--- config.mk ---
export PLATFORM = sky130hd
export DESIGN_NAME = mem_port_arbiter
export DESIGN_NICKNAME = d
export VERILOG_FILES = /design/src/rtl/mem_port_arbiter.sv
export SDC_FILE = /design/constraint.sdc
export NUM_CORES = 1
export LEC_CHECK = 0
export ABC_AREA = 1
export CORE_MARGIN = 8
export CORE_UTILIZATION = 42
export CTS_BUF_LIST = sky130_fd_sc_hd__clkbuf_4 sky130_fd_sc_hd__clkbuf_8
export CTS_CLUSTER_SIZE = 14
export DETAILED_ROUTE_END_ITERATION = 6
export MAX_ROUTING_LAYER = met4
export PLACE_DENSITY = 0.86
export SLEW_MARGIN = 0
export SYNTH_ARGS = -nofsm -noshare
export SYNTH_HDL_FRONTEND = slang
export SYNTH_SLANG_ARGS = --single-unit
--- constraint.sdc ---
create_clock -name clk -period 4.15 [get_ports clk]
set_clock_uncertainty 0.1 [all_clocks]
set_input_delay 1.245 -clock clk [delete_from_list [all_inputs] [get_ports clk]]
set_output_delay 1.245 -clock clk [all_outputs]
set_load 0.005 [all_outputs]
--- src/rtl/mem_port_arbiter.sv ---
// mem_port_arbiter
//   Shares the single-port unified instruction/data memory between three
//   requesters: instruction fetch (IF), the load/store path (LS) and the
//   debug/program loader (DBG). One access is in flight at a time. Fixed
//   priority LS > IF > DBG, except that DBG is force-granted once it has
//   lost MAX_WAIT grants in a row while requesting.
//
//   Ports
//     clk, rst                 clock, asynchronous active-high reset
//     if_req/if_addr           fetch read request
//     ls_req/ls_we/ls_addr/ls_wdata      load/store request
//     dbg_req/dbg_we/dbg_addr/dbg_wdata  debug request
//     ack[2:0]                 one-cycle done pulse, one-hot {DBG,LS,IF}
//     rdata                    read data, valid while ack is high
//     gnt[2:0]                 current owner, one-hot {DBG,LS,IF}
//     busy                     transaction in progress
//     mem_addr/mem_wdata/mem_re/mem_we/mem_rdata   memory port
//
//   Latency from the IDLE cycle that samples a request (cycle 0):
//   write ack in cycle 2, read ack in cycle 2+RD_LAT.
module mem_port_arbiter #(
    parameter int AW       = 10,
    parameter int DW       = 32,
    parameter int RD_LAT   = 2,
    parameter int MAX_WAIT = 4
) (
    input  logic          clk,
    input  logic          rst,
    input  logic          if_req,
    input  logic [AW-1:0] if_addr,
    input  logic          ls_req,
    input  logic          ls_we,
    input  logic [AW-1:0] ls_addr,
    input  logic [DW-1:0] ls_wdata,
    input  logic          dbg_req,
    input  logic          dbg_we,
    input  logic [AW-1:0] dbg_addr,
    input  logic [DW-1:0] dbg_wdata,
    output logic [2:0]    ack,
    output logic [DW-1:0] rdata,
    output logic [2:0]    gnt,
    output logic          busy,
    output logic [AW-1:0] mem_addr,
    output logic [DW-1:0] mem_wdata,
    output logic          mem_re,
    output logic          mem_we,
    input  logic [DW-1:0] mem_rdata
);

    localparam int CW = $clog2(RD_LAT + 1);
    localparam int WW = $clog2(MAX_WAIT + 1);
    localparam logic [CW-1:0] LAT_LOAD = CW'(RD_LAT);
    localparam logic [WW-1:0] WAIT_MAX = WW'(MAX_WAIT);

    typedef enum logic [1:0] {
        IDLE  = 2'd0,
        ISSUE = 2'd1,
        WAIT  = 2'd2,
        DONE  = 2'd3
    } state_t;

    state_t        state_q, state_d;
    logic [CW-1:0] cnt_q, cnt_d;
    logic [WW-1:0] dbg_wait_q, dbg_wait_d;
    logic          we_q, we_d;
    logic [2:0]    gnt_q, gnt_d;
    logic [2:0]    ack_q, ack_d;
    logic          busy_q, busy_d;
    logic [DW-1:0] rdata_q, rdata_d;
    logic [AW-1:0] mem_addr_q, mem_addr_d;
    logic [DW-1:0] mem_wdata_q, mem_wdata_d;
    logic          mem_re_q, mem_re_d;
    logic          mem_we_q, mem_we_d;

    // Winner of the IDLE-cycle arbitration; only meaningful in IDLE.
    logic [2:0] win;

    always_comb begin
        win = 3'b000;
        if (dbg_req && (dbg_wait_q == WAIT_MAX)) begin
            win = 3'b100;       // starved debug port jumps the queue
        end else if (ls_req) begin
            win = 3'b010;
        end else if (if_req) begin
            win = 3'b001;
        end else if (dbg_req) begin
            win = 3'b100;
        end
    end

    // Outputs are registered, so the memory strobes for the ISSUE cycle are
    // computed on the IDLE->ISSUE transition and the ack for DONE is
    // computed on the transition into DONE.
    always_comb begin
        state_d     = state_q;
        cnt_d       = cnt_q;
        dbg_wait_d  = dbg_wait_q;
        we_d        = we_q;
        gnt_d       = gnt_q;
        ack_d       = 3'b000;
        busy_d      = busy_q;
        rdata_d     = rdata_q;
        mem_addr_d  = mem_addr_q;
        mem_wdata_d = mem_wdata_q;
        mem_re_d    = 1'b0;
        mem_we_d    = 1'b0;

        unique case (state_q)
            IDLE: begin
                // Starvation counter: cleared when debug is idle or served,
                // bumped (saturating) each time debug loses a grant.
                if (!dbg_req || win[2]) begin
                    dbg_wait_d = '0;
                end else if (dbg_wait_q != WAIT_MAX) begin
                    dbg_wait_d = dbg_wait_q + WW'(1);
                end

                if (win != 3'b000) begin
                    gnt_d   = win;
                    busy_d  = 1'b1;
                    state_d = ISSUE;
                    unique case (1'b1)
                        win[1]: begin
                            we_d        = ls_we;
                            mem_addr_d  = ls_addr;
                            mem_wdata_d = ls_we ? ls_wdata : mem_wdata_q;
                        end
                        win[2]: begin
                            we_d        = dbg_we;
                            mem_addr_d  = dbg_addr;
                            mem_wdata_d = dbg_we ? dbg_wdata : mem_wdata_q;
                        end
                        default: begin
                            we_d       = 1'b0;
                            mem_addr_d = if_addr;
                        end
                    endcase
                    mem_we_d = we_d;
                    mem_re_d = !we_d;
                end
            end

            ISSUE: begin
                if (we_q) begin
                    ack_d   = gnt_q;
                    state_d = DONE;
                end else begin
                    cnt_d   = LAT_LOAD;
                    state_d = WAIT;
                end
            end

            WAIT: begin
                cnt_d = cnt_q - CW'(1);
                // Counter at 1 marks the RD_LAT-th cycle after the strobe.
                if (cnt_q == CW'(1)) begin
                    rdata_d = mem_rdata;
                    ack_d   = gnt_q;
                    state_d = DONE;
                end
            end

            DONE: begin
                gnt_d   = 3'b000;
                busy_d  = 1'b0;
                state_d = IDLE;
            end

            default: state_d = IDLE;
        endcase
    end

    always_ff @(posedge clk or posedge rst) begin
        if (rst) begin
            state_q     <= IDLE;
            cnt_q       <= '0;
            dbg_wait_q  <= '0;
            we_q        <= 1'b0;
            gnt_q       <= 3'b000;
            ack_q       <= 3'b000;
            busy_q      <= 1'b0;
            rdata_q     <= '0;
            mem_addr_q  <= '0;
            mem_wdata_q <= '0;
            mem_re_q    <= 1'b0;
            mem_we_q    <= 1'b0;
        end else begin
            state_q     <= state_d;
            cnt_q       <= cnt_d;
            dbg_wait_q  <= dbg_wait_d;
            we_q        <= we_d;
            gnt_q       <= gnt_d;
            ack_q       <= ack_d;
            busy_q      <= busy_d;
            rdata_q     <= rdata_d;
            mem_addr_q  <= mem_addr_d;
            mem_wdata_q <= mem_wdata_d;
            mem_re_q    <= mem_re_d;
            mem_we_q    <= mem_we_d;
        end
    end

    assign ack       = ack_q;
    assign rdata     = rdata_q;
    assign gnt       = gnt_q;
    assign busy      = busy_q;
    assign mem_addr  = mem_addr_q;
    assign mem_wdata = mem_wdata_q;
    assign mem_re    = mem_re_q;
    assign mem_we    = mem_we_q;

endmodule

; After elaboration in Yosys (flattened, before gate mapping)
; Cells that the tools add are included.
; Widths: inputs -> output; s select.
[classes]
add_sub_neg = 2
n_reduce_logical = 17
n_eq_ne = 11
muxes = 30
[ops]
columns = cell, n
row1 = $mux 32, 2
row2 = $pmux 32 s2, 1
row3 = $mux 3, 9
row4 = $pmux 10 s2, 1
row5 = $pmux 3 s2, 2
row6 = $reduce_and 2->1, 6
row7 = $ne 2x2->1 const B, 5
row8 = $mux 1, 8
row9 = $pmux 2 s4, 1
row10 = $reduce_bool 2->1, 4
row11 = $mux 2, 3
row12 = $reduce_and 5->1, 1
row13 = $eq 2x1->1 const B, 2
row14 = $eq 2x2->1 const B, 2
row15 = $pmux 1 s2, 2
row16 = $pmux 2 s2, 1
row17 = $add 3x1->3 const B, 1
row18 = $eq 3x3->1 const B, 1
row19 = $ne 3x3->1 const B, 1
row20 = $reduce_bool 3->1, 1
row21 = $logic_not 1->1, 2
row22 = $logic_not 2->1, 1
row23 = $sub 2x1->2 const B, 1
row24 = $logic_and 1x1->1, 1
row25 = $logic_or 1x1->1, 1
[word_totals]
output_inout_bits = 83
reg_bits = 91
inputBits = 133
wordCells = 72

; Depth between registers and ports, before layout
; Gate-level depths: netlist of the first run.
[depth]
word_depth = 10
depth_mapped = 10
ltp_nobuf = 9

; Worst setup path before layout of the first run
; No wires, ideal clock.
[synth_path]
path_type = input-to-reg
start = input dbg_req
end = register mem_wdata_q[10] (netlist: mem_wdata[10])
setup_slack_ns = 1.809
arrival_ns = 2.124
stages = 9
n_path_buf = 2
setup_ns = 0.117
required_time_ns = 3.933
path_cell_list = buf_2 -> nand3_2 -> nand2_2 -> nand2_2 -> nand2_4 -> nand2_4 -> buf_6 -> nand2_1 -> nand2_1
[synth_via]
elab_chain_len = 6
word_cells_on_any_way = 11
cone_classes = eq/ne: 2 / mux: 5 / reduce/logical: 4
[synth_rtl]
columns = element, line
row1 = from (decl), 35  ; input logic dbg_req,
row2 = $mux 3, 86  ; end else if (dbg_req) begin
row3 = $mux 3, 84  ; end else if (if_req) begin
row4 = $mux 3, 82  ; end else if (ls_req) begin
row5 = $mux 3 *, 80  ; if (dbg_req && (dbg_wait_q == WAIT_MAX)) begin
row6 = "$ne 2x2->1 (no line), or another cell as far along", --
row7 = $reduce_and 5->1 (no line), --
row8 = to (signal assigned), 197  ; mem_wdata_q <= mem_wdata_d;
row9 = to (decl), 71  ; logic [DW-1:0] mem_wdata_q, mem_wdata_d;
; Every way passes the cells marked *; elsewhere a longest branch is shown, timed or not.
; A chain may end at the register's enable or synchronous reset.

; Final worst setup path of the first run
[layout_path]
start = input dbg_req
end = register mem_wdata_q[15] (netlist: mem_wdata[15])
; Same word-level chain as after synthesis.

==> impl_metrics.prom, run 1 <==
# TYPE chip_impl_metric gauge
chip_impl_metric{name="io_buffer_count",unit=""} 215
chip_impl_metric{name="dp_slack",unit="ns"} 0.5795
chip_impl_metric{name="n_fill_cell",unit=""} 836
chip_impl_info{name="setup_repair_after_global_routing_missed_its_margin",value="no"} 1
chip_impl_metric{name="synthDistinctLibCells",unit=""} 23
chip_impl_info{name="cell_by_cell_listing_of_the_critical_path",value="clkdlybuf4s50_1 > nand3_4 > nand2_2 > nand2_2 > nand2_4 > nand2_4 > nand2_1 > nand2_1"} 1
chip_impl_info{name="worstHoldEndpoint",value="mem_wdata[8]"} 1
chip_impl_metric{name="grt_pass1_vias",unit=""} 4567
chip_impl_metric{name="die_w",unit="µm"} 118.0
chip_impl_metric{name="route.antenna.remaining_nets",unit=""} 0
chip_impl_metric{name="first_pass_grt_wire_length",unit="µm"} 23450
chip_impl_metric{name="cts_max_level",unit=""} 3
chip_impl_metric{name="critical_path.max_fanout",unit=""} 34
chip_impl_metric{name="tightestPinTransition",unit="ns"} 0.9637
chip_impl_metric{name="tritoncts.num_buffers",unit=""} 9
chip_impl_metric{name="detailedRoute.firstIterationViolations",unit=""} 300
chip_impl_metric{name="ir_drop",unit="mV"} 0.3746
chip_impl_metric{name="finalCritPeriodShare",unit="%"} 76.69
chip_impl_metric{name="power_density",unit="nW/µm²"} 599.5
chip_impl_metric{name="antenna_found_initial",unit=""} 0
chip_impl_metric{name="cts.sinks",unit=""} 91
chip_impl_metric{name="dp_hpwl",unit="µm"} 11240
chip_impl_metric{name="setup_viol",unit=""} 0
chip_impl_metric{name="synth-warning-count",unit=""} 0
chip_impl_info{name="root_buffer",value="clkbuf_8"} 1
chip_impl_metric{name="globalRouteMet1Util",unit="%"} 23.66
chip_impl_metric{name="hold_path_depth",unit=""} 2
chip_impl_metric{name="groute.layer.met2.usage",unit="%"} 37.26
chip_impl_metric{name="place_congestion",unit=""} 0.8148
chip_impl_info{name="worstReg2RegStart",value="state_q[0]"} 1
chip_impl_metric{name="post_synth.cell_area_avg",unit="µm²"} 7.713
chip_impl_metric{name="die_h",unit="µm"} 118.0
chip_impl_metric{name="antennaDiodeCount",unit=""} 0
chip_impl_info{name="kind_of_cell_adding_the_most_delay_to_the_critical_path",value="simple AND/OR/NAND/NOR gates"} 1
chip_impl_info{name="end_of_the_worst_register_to_register_path",value="ack[2]"} 1
chip_impl_metric{name="grt-ovfl-total",unit=""} 0
chip_impl_metric{name="rows",unit=""} 37
chip_impl_metric{name="critPathMaxStageDelay",unit="ns"} 0.61
chip_impl_metric{name="post-route-worst-setup-slack",unit="ns"} 0.9675
chip_impl_metric{name="syn_area",unit="µm²"} 4365
chip_impl_metric{name="clock_path_buffers",unit=""} 2
chip_impl_metric{name="finalMaxSlewViolations",unit=""} 0
chip_impl_info{name="netlist_top_cells_area",value="dfrtp_1 (52%), nand2_1 (25%), nand3_1 (9.6%), ha_1 (2.0%), inv_1 (1.8%)"} 1
chip_impl_info{name="worstSetupEndpointType",value="register"} 1
chip_impl_metric{name="synthToLayoutAreaGrowth",unit="%"} 55.80
chip_impl_metric{name="setup_fix_buffers_added_after_clock_tree_synthesis",unit=""} 0
chip_impl_metric{name="cts_hold_buffers",unit=""} 0
chip_impl_metric{name="pin_count_of_the_biggest_net_entering_global_routing",unit=""} 51
chip_impl_metric{name="floorplan.die_area",unit="µm²"} 13910
chip_impl_metric{name="design.core.area",unit="µm²"} 10230
chip_impl_metric{name="maxSlewHeadroom",unit="%"} 35.68
chip_impl_metric{name="multiInputGateArea",unit="µm²"} 1844
chip_impl_metric{name="ff2ff_path_depth",unit=""} 7
chip_impl_info{name="startpoint_type_of_the_worst_setup_path",value="input port"} 1
chip_impl_info{name="grt.busiest_layer",value="met2"} 1
chip_impl_metric{name="total_routed_wirelength",unit="µm"} 14700
chip_impl_metric{name="fmax",unit="GHz"} 0.3142
chip_impl_metric{name="fin_nets",unit=""} 908
chip_impl_metric{name="arrival",unit="ns"} 3.32
chip_impl_metric{name="final_hold_viol_count",unit=""} 0
chip_impl_metric{name="post_cts_resize_count",unit=""} 0
chip_impl_metric{name="clk_pin_slew",unit="ns"} 0.09
chip_impl_metric{name="seq_area",unit="µm²"} 2277
chip_impl_metric{name="yosys.area.top_type_share",unit="%"} 52.16
chip_impl_metric{name="fin_util",unit="%"} 66.48
chip_impl_metric{name="io-pin-count",unit=""} 216
chip_impl_info{name="min-delay-path-class",value="register to register"} 1
chip_impl_info{name="synth_top_area_cell",value="dfrtp_1"} 1
chip_impl_metric{name="via_count",unit=""} 4509
chip_impl_metric{name="initial_core_util",unit="%"} 42.67
chip_impl_metric{name="post_synth_inst_count",unit=""} 566
chip_impl_info{name="slowest_cell_on_the_critical_path",value="clkdlybuf4s50_1"} 1
chip_impl_metric{name="post_synthesis_net_count",unit=""} 706
chip_impl_metric{name="fin_tns_setup",unit="ns"} 0
chip_impl_metric{name="seq_area_frac_synth",unit="%"} 52.16
chip_impl_metric{name="routedWlPerCell",unit="µm"} 16.17
chip_impl_metric{name="global_route.usage.total",unit="%"} 21.09
chip_impl_metric{name="route.detailed.vias_per_inst",unit=""} 4.960
chip_impl_info{name="outcome",value="finished, final reports clean"} 1
chip_impl_metric{name="rrSetupSlack",unit="ns"} 1.55
chip_impl_metric{name="cp_data_required_time",unit="ns"} 4.29
chip_impl_metric{name="post-route-min-period",unit="ns"} 3.182
chip_impl_metric{name="ys_ff_latch",unit=""} 91
chip_impl_metric{name="final_layout_size_suffix_gt1_share",unit="%"} 4.010
chip_impl_metric{name="leakage",unit="nW"} 3.341
chip_impl_metric{name="worst_skew_pair.late_latency",unit="ns"} 0.34
chip_impl_metric{name="drv.max_cap_violation_count",unit=""} 0
chip_impl_metric{name="worstPathBufferInverterCount",unit=""} 1
chip_impl_metric{name="post-route-drc-count",unit=""} 0
chip_impl_info{name="cts_tree",value="built"} 1
chip_impl_info{name="hold_path_startpoint",value="mem_wdata[8]"} 1
chip_impl_metric{name="drt-pass1-iter-count",unit=""} 5
chip_impl_info{name="timing.setup.critical_path_class",value="input port to register"} 1
chip_impl_metric{name="met3_usage",unit="%"} 4.508
## where the power goes
| group | switching, W | total (W) | leakage [nW] | internal [W] |
|---|---|---|---|---|
| sequential | 0.000241 | 0.00153 | 1.13 | 0.00129 |
| clock | 0.000339 | 0.000628 | 0.0959 | 0.000289 |
| combinational | 0.000889 | 0.00192 | 2.11 | 0.00103 |
| total | 0.00147 | 0.00408 | 3.34 | 0.00261 |
## synth_stat cells
library cell,instances
a211oi_1,1
a21oi_1,3
buf_1,2
buf_2,9
buf_4,3
buf_6,3
clkbuf_1,14
clkinv_1,1
dfrtp_1,91
ha_1,7
inv_1,21
nand2_1,292
nand2_2,2
nand2_4,2
nand3_1,84
nand3_2,1
nand3_4,1
nand4_1,10
nor2_1,8
o21ai_0,8
o31ai_1,1
or2_2,1
xor2_1,1
## worst register-to-register path: cells and delay by family, from the launching register on
kind            cells  cell delay, ns
buf+inv             3            1.11
compound gates      1            0.42
simple gates        2            0.28
flops               1            0.42
fa+ha+maj           1            0.20
## cell type report
type / count / area share (%)
clock buffer: 9 / 1.821
clock inverter: 7 / 1.233
inverter: 22 / 1.251
multi-input combinational: 422 / 27.12
sequential: 91 / 33.48
tap: 136 / 2.502
timing repair buffer: 222 / 32.60
## how the worst max path moves through the flow
stage / depth (start not counted) / from / to / slack (ns)
finish: 8 / dbg_req / mem_wdata[15] / 0.97
global route: 8 / dbg_req / mem_wdata[11] / 0.77
CTS: 8 / dbg_req / mem_wdata[15] / 0.95
floorplan: 1 / rst / ack[0] / 0.44
global placement: 8 / dbg_req / mem_wdata[27] / 0.67
detailed placement: 8 / dbg_req / mem_wdata[0] / 0.58
## stage by stage
stage               hold WS [ns]  total power, W  std cells  area, µm²
global placement          0.3562        0.003382        893       6594
CTS                       0.3836        0.004111        909       6802
floorplan                 0.3488        0.002326        566       4365
global route              0.4052        0.004373        909       6802
detailed placement        0.3613        0.003478        893       6594
finish                    0.3836        0.004078        909       6802
## kinds of logic (layout without fill, tap and decap cells)
family | after synthesis | in the layout | share of synthesized area (%)
fa+ha+maj | 7 | 7 | 2.006
simple gates | 401 | 401 | 38.44
flops | 91 | 91 | 52.16
buf+inv | 53 | 260 | 5.589
compound gates | 13 | 13 | 1.605
xor+xnor | 1 | 1 | 0.2007
## placed cells by master (no fill, tap or decap)
cell type / Yosys / final
ha_1: 7 / 7
inv_4: 0 / 1
nand2_1: 292 / 292
nor2_1: 8 / 8
inv_8: 0 / 2
o21ai_0: 8 / 8
or2_2: 1 / 1
o31ai_1: 1 / 1
nand3_4: 1 / 1
inv_1: 21 / 20
xor2_1: 1 / 1
a21oi_1: 3 / 3
nand3_2: 1 / 1
nand4_1: 10 / 10
clkinv_1: 1 / 1
clkbuf_8: 0 / 9
nand2_2: 2 / 2
dfrtp_1: 91 / 91
buf_12: 0 / 1
nand3_1: 84 / 84
buf_4: 3 / 6
inv_6: 0 / 1
bufinv_16: 0 / 1
nand2_4: 2 / 2
clkdlybuf4s50_1: 0 / 215
clkinvlp_4: 0 / 3
a211oi_1: 1 / 1
## state kept, by name, indices dropped and copies added (netlist names)
signal / count
mem_wdata: 32
mem_addr: 10
dbg_wait_q: 3
cnt_q: 2
busy: 1
mem_we: 1
state_q: 2
rdata: 32
gnt: 3
ack: 3
we_q: 1
mem_re: 1
## per-layer routing
layer / up-vias / routed length (µm)
li1: 2189 / -
met5: - / 0
met2: 180 / 7655
met1: 2123 / 6048
met3: 17 / 790
met4: 0 / 204
(Power assumes the default switching activity.)
==> inputs of run 2 (changes only) <==
--- a/config.mk
+++ b/config.mk
@@ -7,12 +7,12 @@
 export LEC_CHECK = 0
 export ABC_AREA = 1
 export CORE_MARGIN = 8
-export CORE_UTILIZATION = 42
+export CORE_UTILIZATION = 38
 export CTS_BUF_LIST = sky130_fd_sc_hd__clkbuf_4 sky130_fd_sc_hd__clkbuf_8
 export CTS_CLUSTER_SIZE = 14
 export DETAILED_ROUTE_END_ITERATION = 6
 export MAX_ROUTING_LAYER = met4
-export PLACE_DENSITY = 0.86
+export PLACE_DENSITY = 0.82
 export SLEW_MARGIN = 0
 export SYNTH_ARGS = -nofsm -noshare
 export SYNTH_HDL_FRONTEND = slang
==> constraint.sdc (replaced) <==
create_clock -name clk -period 2.9 [get_ports clk]
set_clock_uncertainty 0.1 [all_clocks]
set_input_delay 0.87 -clock clk [delete_from_list [all_inputs] [get_ports clk]]
set_output_delay 0.87 -clock clk [all_outputs]
set_load 0.005 [all_outputs]
==> run 2 against run 1 <==
Effect of this change:
- sequential cell count did not move
- design area increased by 1.1%
- clock-buffer cell count stayed put
- worst hold slack worse by 0.0053 ns
- global-route usage is 2.5 points lower
- worst setup slack got worse by 0.36 ns
- critical path depth decreased by 7
- die area grew 9.1%
- first-iteration DRC count fell by 4.3%
- critical endpoint is now gnt[1]
- sequential power rose by 44%
- via count is 0.78% lower
==> impl_metrics.prom, run 2 (synthesized netlist as in run 1, its figures left out) <==
# TYPE chip_impl_metric gauge
chip_impl_metric{name="io-pin-count",unit=""} 216
chip_impl_metric{name="tightestPinTransition",unit="ns"} 0.4017
chip_impl_metric{name="fin_util",unit="%"} 60.76
chip_impl_metric{name="fin_tns_setup",unit="ns"} 0
chip_impl_metric{name="fmax",unit="GHz"} 0.4353
chip_impl_info{name="final_common_cell",value="nand2_1"} 1
chip_impl_info{name="worstHoldEndpoint",value="mem_wdata[17]"} 1
chip_impl_metric{name="cts.sinks",unit=""} 91
chip_impl_info{name="root_buffer",value="clkbuf_8"} 1
chip_impl_info{name="min-delay-path-class",value="register to register"} 1
chip_impl_metric{name="final_hold_viol_count",unit=""} 0
chip_impl_metric{name="antennaDiodeCount",unit=""} 0
chip_impl_metric{name="post_cts_resize_count",unit=""} 0
chip_impl_metric{name="worst_skew_pair.late_latency",unit="ns"} 0.35
chip_impl_metric{name="drt-pass1-iter-count",unit=""} 4
chip_impl_metric{name="routedWlPerCell",unit="µm"} 15.04
chip_impl_metric{name="global_route.usage.total",unit="%"} 18.58
chip_impl_metric{name="antenna_found_initial",unit=""} 0
chip_impl_info{name="hold_path_startpoint",value="mem_wdata[17]"} 1
chip_impl_metric{name="cp_data_required_time",unit="ns"} 1.93
chip_impl_metric{name="n_fill_cell",unit=""} 1015
chip_impl_metric{name="via_count",unit=""} 4474
chip_impl_metric{name="place_congestion",unit=""} 0.8393
chip_impl_metric{name="total_power",unit="W"} 0.005819
chip_impl_metric{name="maxSlewHeadroom",unit="%"} 73.15
chip_impl_metric{name="met3_usage",unit="%"} 3.425
chip_impl_info{name="cts_tree",value="built"} 1
chip_impl_metric{name="dp_hpwl",unit="µm"} 10900
chip_impl_metric{name="grt_pass1_vias",unit=""} 4525
chip_impl_metric{name="groute.layer.met2.usage",unit="%"} 31.26
chip_impl_metric{name="post-route-drc-count",unit=""} 0
chip_impl_metric{name="crit_path_depth",unit=""} 1
chip_impl_info{name="worstReg2RegStart",value="state_q[0]"} 1
chip_impl_metric{name="floorplan.die_area",unit="µm²"} 15170
chip_impl_metric{name="first_pass_grt_wire_length",unit="µm"} 21850
chip_impl_metric{name="worstPathBufferInverterCount",unit=""} 1
chip_impl_info{name="slowest_cell_on_the_critical_path",value="clkdlybuf4s50_1"} 1
chip_impl_metric{name="arrival",unit="ns"} 1.33
chip_impl_metric{name="globalRouteMet1Util",unit="%"} 21.32
chip_impl_info{name="worstSetupEndpointType",value="output port"} 1
chip_impl_info{name="setup_repair_after_global_routing_missed_its_margin",value="no"} 1
chip_impl_metric{name="total_routed_wirelength",unit="µm"} 13880
chip_impl_metric{name="setup_viol",unit=""} 0
chip_impl_info{name="grt.busiest_layer",value="met2"} 1
chip_impl_metric{name="tritoncts.num_buffers",unit=""} 9
chip_impl_metric{name="design.core.area",unit="µm²"} 11320
chip_impl_metric{name="clk_pin_slew",unit="ns"} 0.10
chip_impl_metric{name="initial_core_util",unit="%"} 38.56
chip_impl_metric{name="rows",unit=""} 39
chip_impl_metric{name="setup_fix_buffers_added_after_clock_tree_synthesis",unit=""} 0
chip_impl_metric{name="fin_nets",unit=""} 915
chip_impl_metric{name="io_buffer_count",unit=""} 215
chip_impl_metric{name="route.antenna.remaining_nets",unit=""} 0
chip_impl_metric{name="cts_max_level",unit=""} 3
chip_impl_metric{name="detailedRoute.firstIterationViolations",unit=""} 287
chip_impl_metric{name="cts_hold_buffers",unit=""} 0
chip_impl_metric{name="rrSetupSlack",unit="ns"} 1.06
chip_impl_metric{name="critPathMaxStageDelay",unit="ns"} 0.56
chip_impl_metric{name="drv.max_cap_violation_count",unit=""} 0
chip_impl_metric{name="pin_count_of_the_biggest_net_entering_global_routing",unit=""} 60
chip_impl_metric{name="critical_path.max_fanout",unit=""} 3
chip_impl_info{name="outcome",value="finished, final reports clean"} 1
chip_impl_info{name="layout_common_cells",value="nand2_1 (292), clkdlybuf4s50_1 (215), dfrtp_1 (91), nand3_1 (84), inv_1 (20)"} 1
chip_impl_metric{name="route.detailed.vias_per_inst",unit=""} 4.847
chip_impl_metric{name="ff2ff_path_depth",unit=""} 8
chip_impl_metric{name="die_w",unit="µm"} 123.2
chip_impl_metric{name="leakage",unit="nW"} 3.384
chip_impl_info{name="end_of_the_worst_register_to_register_path",value="rdata[1]"} 1
chip_impl_metric{name="power_density",unit="nW/µm²"} 845.9
chip_impl_metric{name="finalCritPeriodShare",unit="%"} 79.22
chip_impl_info{name="cell_by_cell_listing_of_the_critical_path",value="clkdlybuf4s50_1"} 1
chip_impl_metric{name="clock_path_buffers",unit=""} 2
chip_impl_metric{name="ir_drop",unit="mV"} 0.4551
chip_impl_metric{name="grt-ovfl-total",unit=""} 0
chip_impl_metric{name="timing.hold.ws",unit="ns"} 0.3783
chip_impl_metric{name="final_layout_size_suffix_gt1_share",unit="%"} 4.872
chip_impl_info{name="timing.setup.critical_path_class",value="register to output port"} 1
chip_impl_info{name="startpoint_type_of_the_worst_setup_path",value="register"} 1
chip_impl_metric{name="post-route-min-period",unit="ns"} 2.297
chip_impl_metric{name="synthToLayoutAreaGrowth",unit="%"} 57.58
chip_impl_metric{name="finalMaxSlewViolations",unit=""} 0
chip_impl_info{name="kind_of_cell_adding_the_most_delay_to_the_critical_path",value="buffers and inverters"} 1
chip_impl_metric{name="hold_path_depth",unit=""} 2
chip_impl_metric{name="die_h",unit="µm"} 123.2
[run 2: changes by cell type in the layout (fill, tap and decap cells not counted), sizes merged]
cell      previous run  this run
buf                  7        14
clkinv               1         4
inv                 24        22
clkinvlp             3         2
[run 2: how the worst max path moves through the flow]
stage                 start             to  slack, ns
finish               gnt[1]         gnt[1]       0.60
global route         gnt[1]         gnt[1]       0.54
CTS                  gnt[1]         gnt[1]       0.57
detailed placement  dbg_req  mem_wdata[26]       0.31
global placement    dbg_req  mem_wdata[25]       0.40
floorplan               rst         ack[0]       0.87
[run 2: metrics by stage]
step           setup WS, ns  cells  cell area, µm²
3_5_place_dp         0.3065    907            6669
5_1_grt              0.5352    923            6879
4_1_cts              0.5698    923            6879
6_report             0.6027    923            6879
2_1_floorplan        0.8663    566            4369
3_3_place_gp         0.4034    907            6669
[run 2: layout make-up]
cell class / count / area [µm²] / share of cell area, %
clock buffers: 9 / 123.9 / 1.801
clock inverters: 7 / 86.33 / 1.255
inverters: 22 / 86.33 / 1.255
multi-input cells: 422 / 1844 / 26.81
flip-flops and latches: 91 / 2277 / 33.10
well taps: 143 / 178.9 / 2.601
repair buffers: 229 / 2282 / 33.18
[run 2: per-layer routing]
metal / routed length (µm) / vias up
met2: 6885 / 178
li1: - / 2204
met5: 0 / -
met3: 1008 / 21
met1: 5680 / 2071
met4: 307 / 0
[run 2: worst register-to-register path: stages (launching register included)]
cell and delay [ns]:
dfrtp_1 0.41, inv_1 0.12, ha_1 0.24, nand2_1 0.06
buf_4 0.30, inv_1 0.10, buf_4 0.24, nand2_1 0.11
nand2_1 0.06
[run 2: where the power goes]
group	internal, W	switching (W)	total [W]
Sequential	0.00185	0.000348	0.00220
Clock	0.000415	0.000481	0.000895
Combinational	0.00149	0.00124	0.00273
Total	0.00375	0.00207	0.00582
==> inputs of run 3 (changes only) <==
==> constraint.sdc (replaced) <==
create_clock -name clk -period 1.9 [get_ports clk]
set_clock_uncertainty 0.1 [all_clocks]
set_input_delay 0.57 -clock clk [delete_from_list [all_inputs] [get_ports clk]]
set_output_delay 0.57 -clock clk [all_outputs]
set_load 0.005 [all_outputs]
==> run 3 against run 2 <==
Effect of this change:
- power increased by 48%
- core utilization increased by 1.6 points
- final cell count increased by 2.6%
- critical path type is now input port to register
- global-route usage decreased by 0.12 points
==> impl_metrics.prom, run 3 (synthesized netlist as in run 1, its figures left out) <==
# TYPE chip_impl_metric gauge
chip_impl_info{name="outcome",value="finished, final reports clean"} 1
chip_impl_metric{name="design.core.area",unit="µm²"} 11320
chip_impl_metric{name="grt-ovfl-total",unit=""} 0
chip_impl_metric{name="tritoncts.num_buffers",unit=""} 9
chip_impl_metric{name="grt_pass1_vias",unit=""} 4400
chip_impl_metric{name="cells_after_dpl",unit=""} 924
chip_impl_metric{name="arrival",unit="ns"} 1.94
chip_impl_metric{name="finalMaxSlewViolations",unit=""} 0
chip_impl_info{name="slowest_cell_on_the_critical_path",value="clkdlybuf4s50_1"} 1
chip_impl_metric{name="ir_drop",unit="mV"} 0.5858
chip_impl_metric{name="via_count",unit=""} 4487
chip_impl_metric{name="route.detailed.vias_per_inst",unit=""} 4.738
chip_impl_metric{name="post-route-min-period",unit="ns"} 1.798
chip_impl_metric{name="rrSetupSlack",unit="ns"} 0.18
chip_impl_metric{name="postPlaceCellArea",unit="µm²"} 6872
chip_impl_metric{name="fin_nets",unit=""} 939
chip_impl_metric{name="synthToLayoutAreaGrowth",unit="%"} 61.71
chip_impl_metric{name="tightestPinTransition",unit="ns"} 0.3336
chip_impl_info{name="cts_tree",value="built"} 1
chip_impl_metric{name="io-pin-count",unit=""} 216
chip_impl_metric{name="instances_no_fill",unit=""} 947
chip_impl_info{name="final_common_cell",value="nand2_1"} 1
chip_impl_metric{name="n_fill_cell",unit=""} 982
chip_impl_metric{name="cts.sinks",unit=""} 91
chip_impl_info{name="worstSetupEndpointType",value="register"} 1
chip_impl_metric{name="first_pass_grt_wire_length",unit="µm"} 21570
chip_impl_info{name="root_buffer",value="clkbuf_8"} 1
chip_impl_metric{name="detailedRoute.firstIterationViolations",unit=""} 220
chip_impl_metric{name="clock_path_buffers",unit=""} 2
chip_impl_metric{name="seq_area",unit="µm²"} 2277
chip_impl_metric{name="clk_pin_slew",unit="ns"} 0.09
chip_impl_metric{name="place_congestion",unit=""} 0.8024
chip_impl_info{name="timing.setup.critical_path_class",value="input port to register"} 1
chip_impl_metric{name="multiInputGateArea",unit="µm²"} 1847
chip_impl_metric{name="drt-pass1-iter-count",unit=""} 5
chip_impl_metric{name="final_layout_size_suffix_gt1_share",unit="%"} 7.836
chip_impl_metric{name="initial_core_util",unit="%"} 38.56
chip_impl_metric{name="worst_skew_pair.late_latency",unit="ns"} 0.35
chip_impl_metric{name="pin_count_of_the_biggest_net_entering_global_routing",unit=""} 53
chip_impl_info{name="cell_by_cell_listing_of_the_critical_path",value="clkdlybuf4s50_1 > nand3_4 > nand2_2 > nand2_2 > nand2_4 > nand2_4 > buf_12 > nand2_1 > nand2_1"} 1
chip_impl_metric{name="route.antenna.remaining_nets",unit=""} 0
chip_impl_metric{name="fin_tns_setup",unit="ns"} 0
chip_impl_info{name="min-delay-path-class",value="register to register"} 1
chip_impl_metric{name="final_hold_viol_count",unit=""} 0
chip_impl_metric{name="routedWlPerCell",unit="µm"} 14.66
chip_impl_metric{name="finalCritPeriodShare",unit="%"} 94.64
chip_impl_metric{name="floorplan.die_area",unit="µm²"} 15170
chip_impl_metric{name="fmax",unit="GHz"} 0.5561
chip_impl_metric{name="antenna_found_initial",unit=""} 0
chip_impl_info{name="layout_common_cells",value="nand2_1 (292), clkdlybuf4s50_1 (132), dfrtp_1 (91), nand3_1 (84), dlygate4sd2_1 (73)"} 1
chip_impl_metric{name="critical_path.max_fanout",unit=""} 23
chip_impl_metric{name="antennaDiodeCount",unit=""} 0
chip_impl_metric{name="setup_viol",unit=""} 0
chip_impl_metric{name="io_buffer_count",unit=""} 215
chip_impl_metric{name="global_route.usage.total",unit="%"} 18.46
chip_impl_metric{name="total_routed_wirelength",unit="µm"} 13890
chip_impl_metric{name="cts_hold_buffers",unit=""} 0
chip_impl_metric{name="die_h",unit="µm"} 123.2
chip_impl_info{name="setup_repair_after_global_routing_missed_its_margin",value="no"} 1
chip_impl_metric{name="power_density",unit="nW/µm²"} 1217
chip_impl_metric{name="cts_max_level",unit=""} 3
chip_impl_info{name="startpoint_type_of_the_worst_setup_path",value="input port"} 1
chip_impl_metric{name="drv.max_cap_violation_count",unit=""} 0
chip_impl_metric{name="leakage",unit="nW"} 3.819
chip_impl_metric{name="die_w",unit="µm"} 123.2
chip_impl_metric{name="critPathMaxStageDelay",unit="ns"} 0.58
chip_impl_metric{name="post-route-drc-count",unit=""} 0
chip_impl_metric{name="postLayoutCellArea",unit="µm²"} 7059
chip_impl_metric{name="dp_hpwl",unit="µm"} 10870
chip_impl_metric{name="rows",unit=""} 39
chip_impl_metric{name="maxSlewHeadroom",unit="%"} 77.52
chip_impl_metric{name="cp_data_required_time",unit="ns"} 2.04
[run 3: through the flow]
step | hold slack, ns | power, W | utilization [%] | setup WS, ns
after floorplan | 0.3488 | 0.005080 | - | 0.1663
after global placement | 0.3529 | 0.007614 | 60.70 | -0.1965
after detailed placement | 0.3583 | 0.007802 | 60.70 | -0.2745
after CTS | 0.3769 | 0.008710 | 62.11 | 0.0009871
after global routing | 0.4039 | 0.009306 | 62.36 | 0.01643
final | 0.3786 | 0.008593 | 62.36 | 0.1019
[run 3: path summary, 6_finish.rpt]
check | start | endpoint | cells past startpoint
max reg2reg | dbg_wait_q[0] | mem_wdata[10] | 10
max in group asynchronous | rst | mem_wdata[3] | 3
min reg2reg | mem_wdata[24] | mem_wdata[24] | 2
min in group asynchronous | rst | rdata[4] | 3
min | mem_wdata[24] | mem_wdata[24] | 2
max | dbg_req | mem_wdata[10] | 9
[run 3: worst max-delay path, delay by kind of cell]
family / cells / cell delay, ns
simple gates: 7 / 0.61
buf+inv: 2 / 0.74
[run 3: final cells by class]
class | instances | area share, %
clock inverters | 7 | 1.063
flip-flops and latches | 91 | 32.26
inverters | 22 | 1.223
repair buffers | 253 | 35.01
clock buffers | 9 | 1.755
well taps | 143 | 2.535
multi-input cells | 422 | 26.16
[run 3: what timing repair did]
action,CTS,global route
endpoints found under the setup margin,73,21
gates resized for setup,73,11
setup buffers,7,0
[run 3: where the power goes]
part	switching [W]	leakage, nW	internal [W]	total (W)
Clock	0.000691	0.0923	0.000614	0.00131
Combinational	0.00196	2.59	0.00201	0.00397
Sequential	0.000494	1.13	0.00282	0.00332
Total	0.00315	3.82	0.00544	0.00859
[run 3: metal layers]
layer / track usage, % / wire, µm / part of all wire (%)
met1: 21.90 / 6093 / 44
met2: 30.96 / 6673 / 48
met3: 3.196 / 928 / 6.7
met4: 6.622 / 189 / 1.4
met5: - / 0 / 0
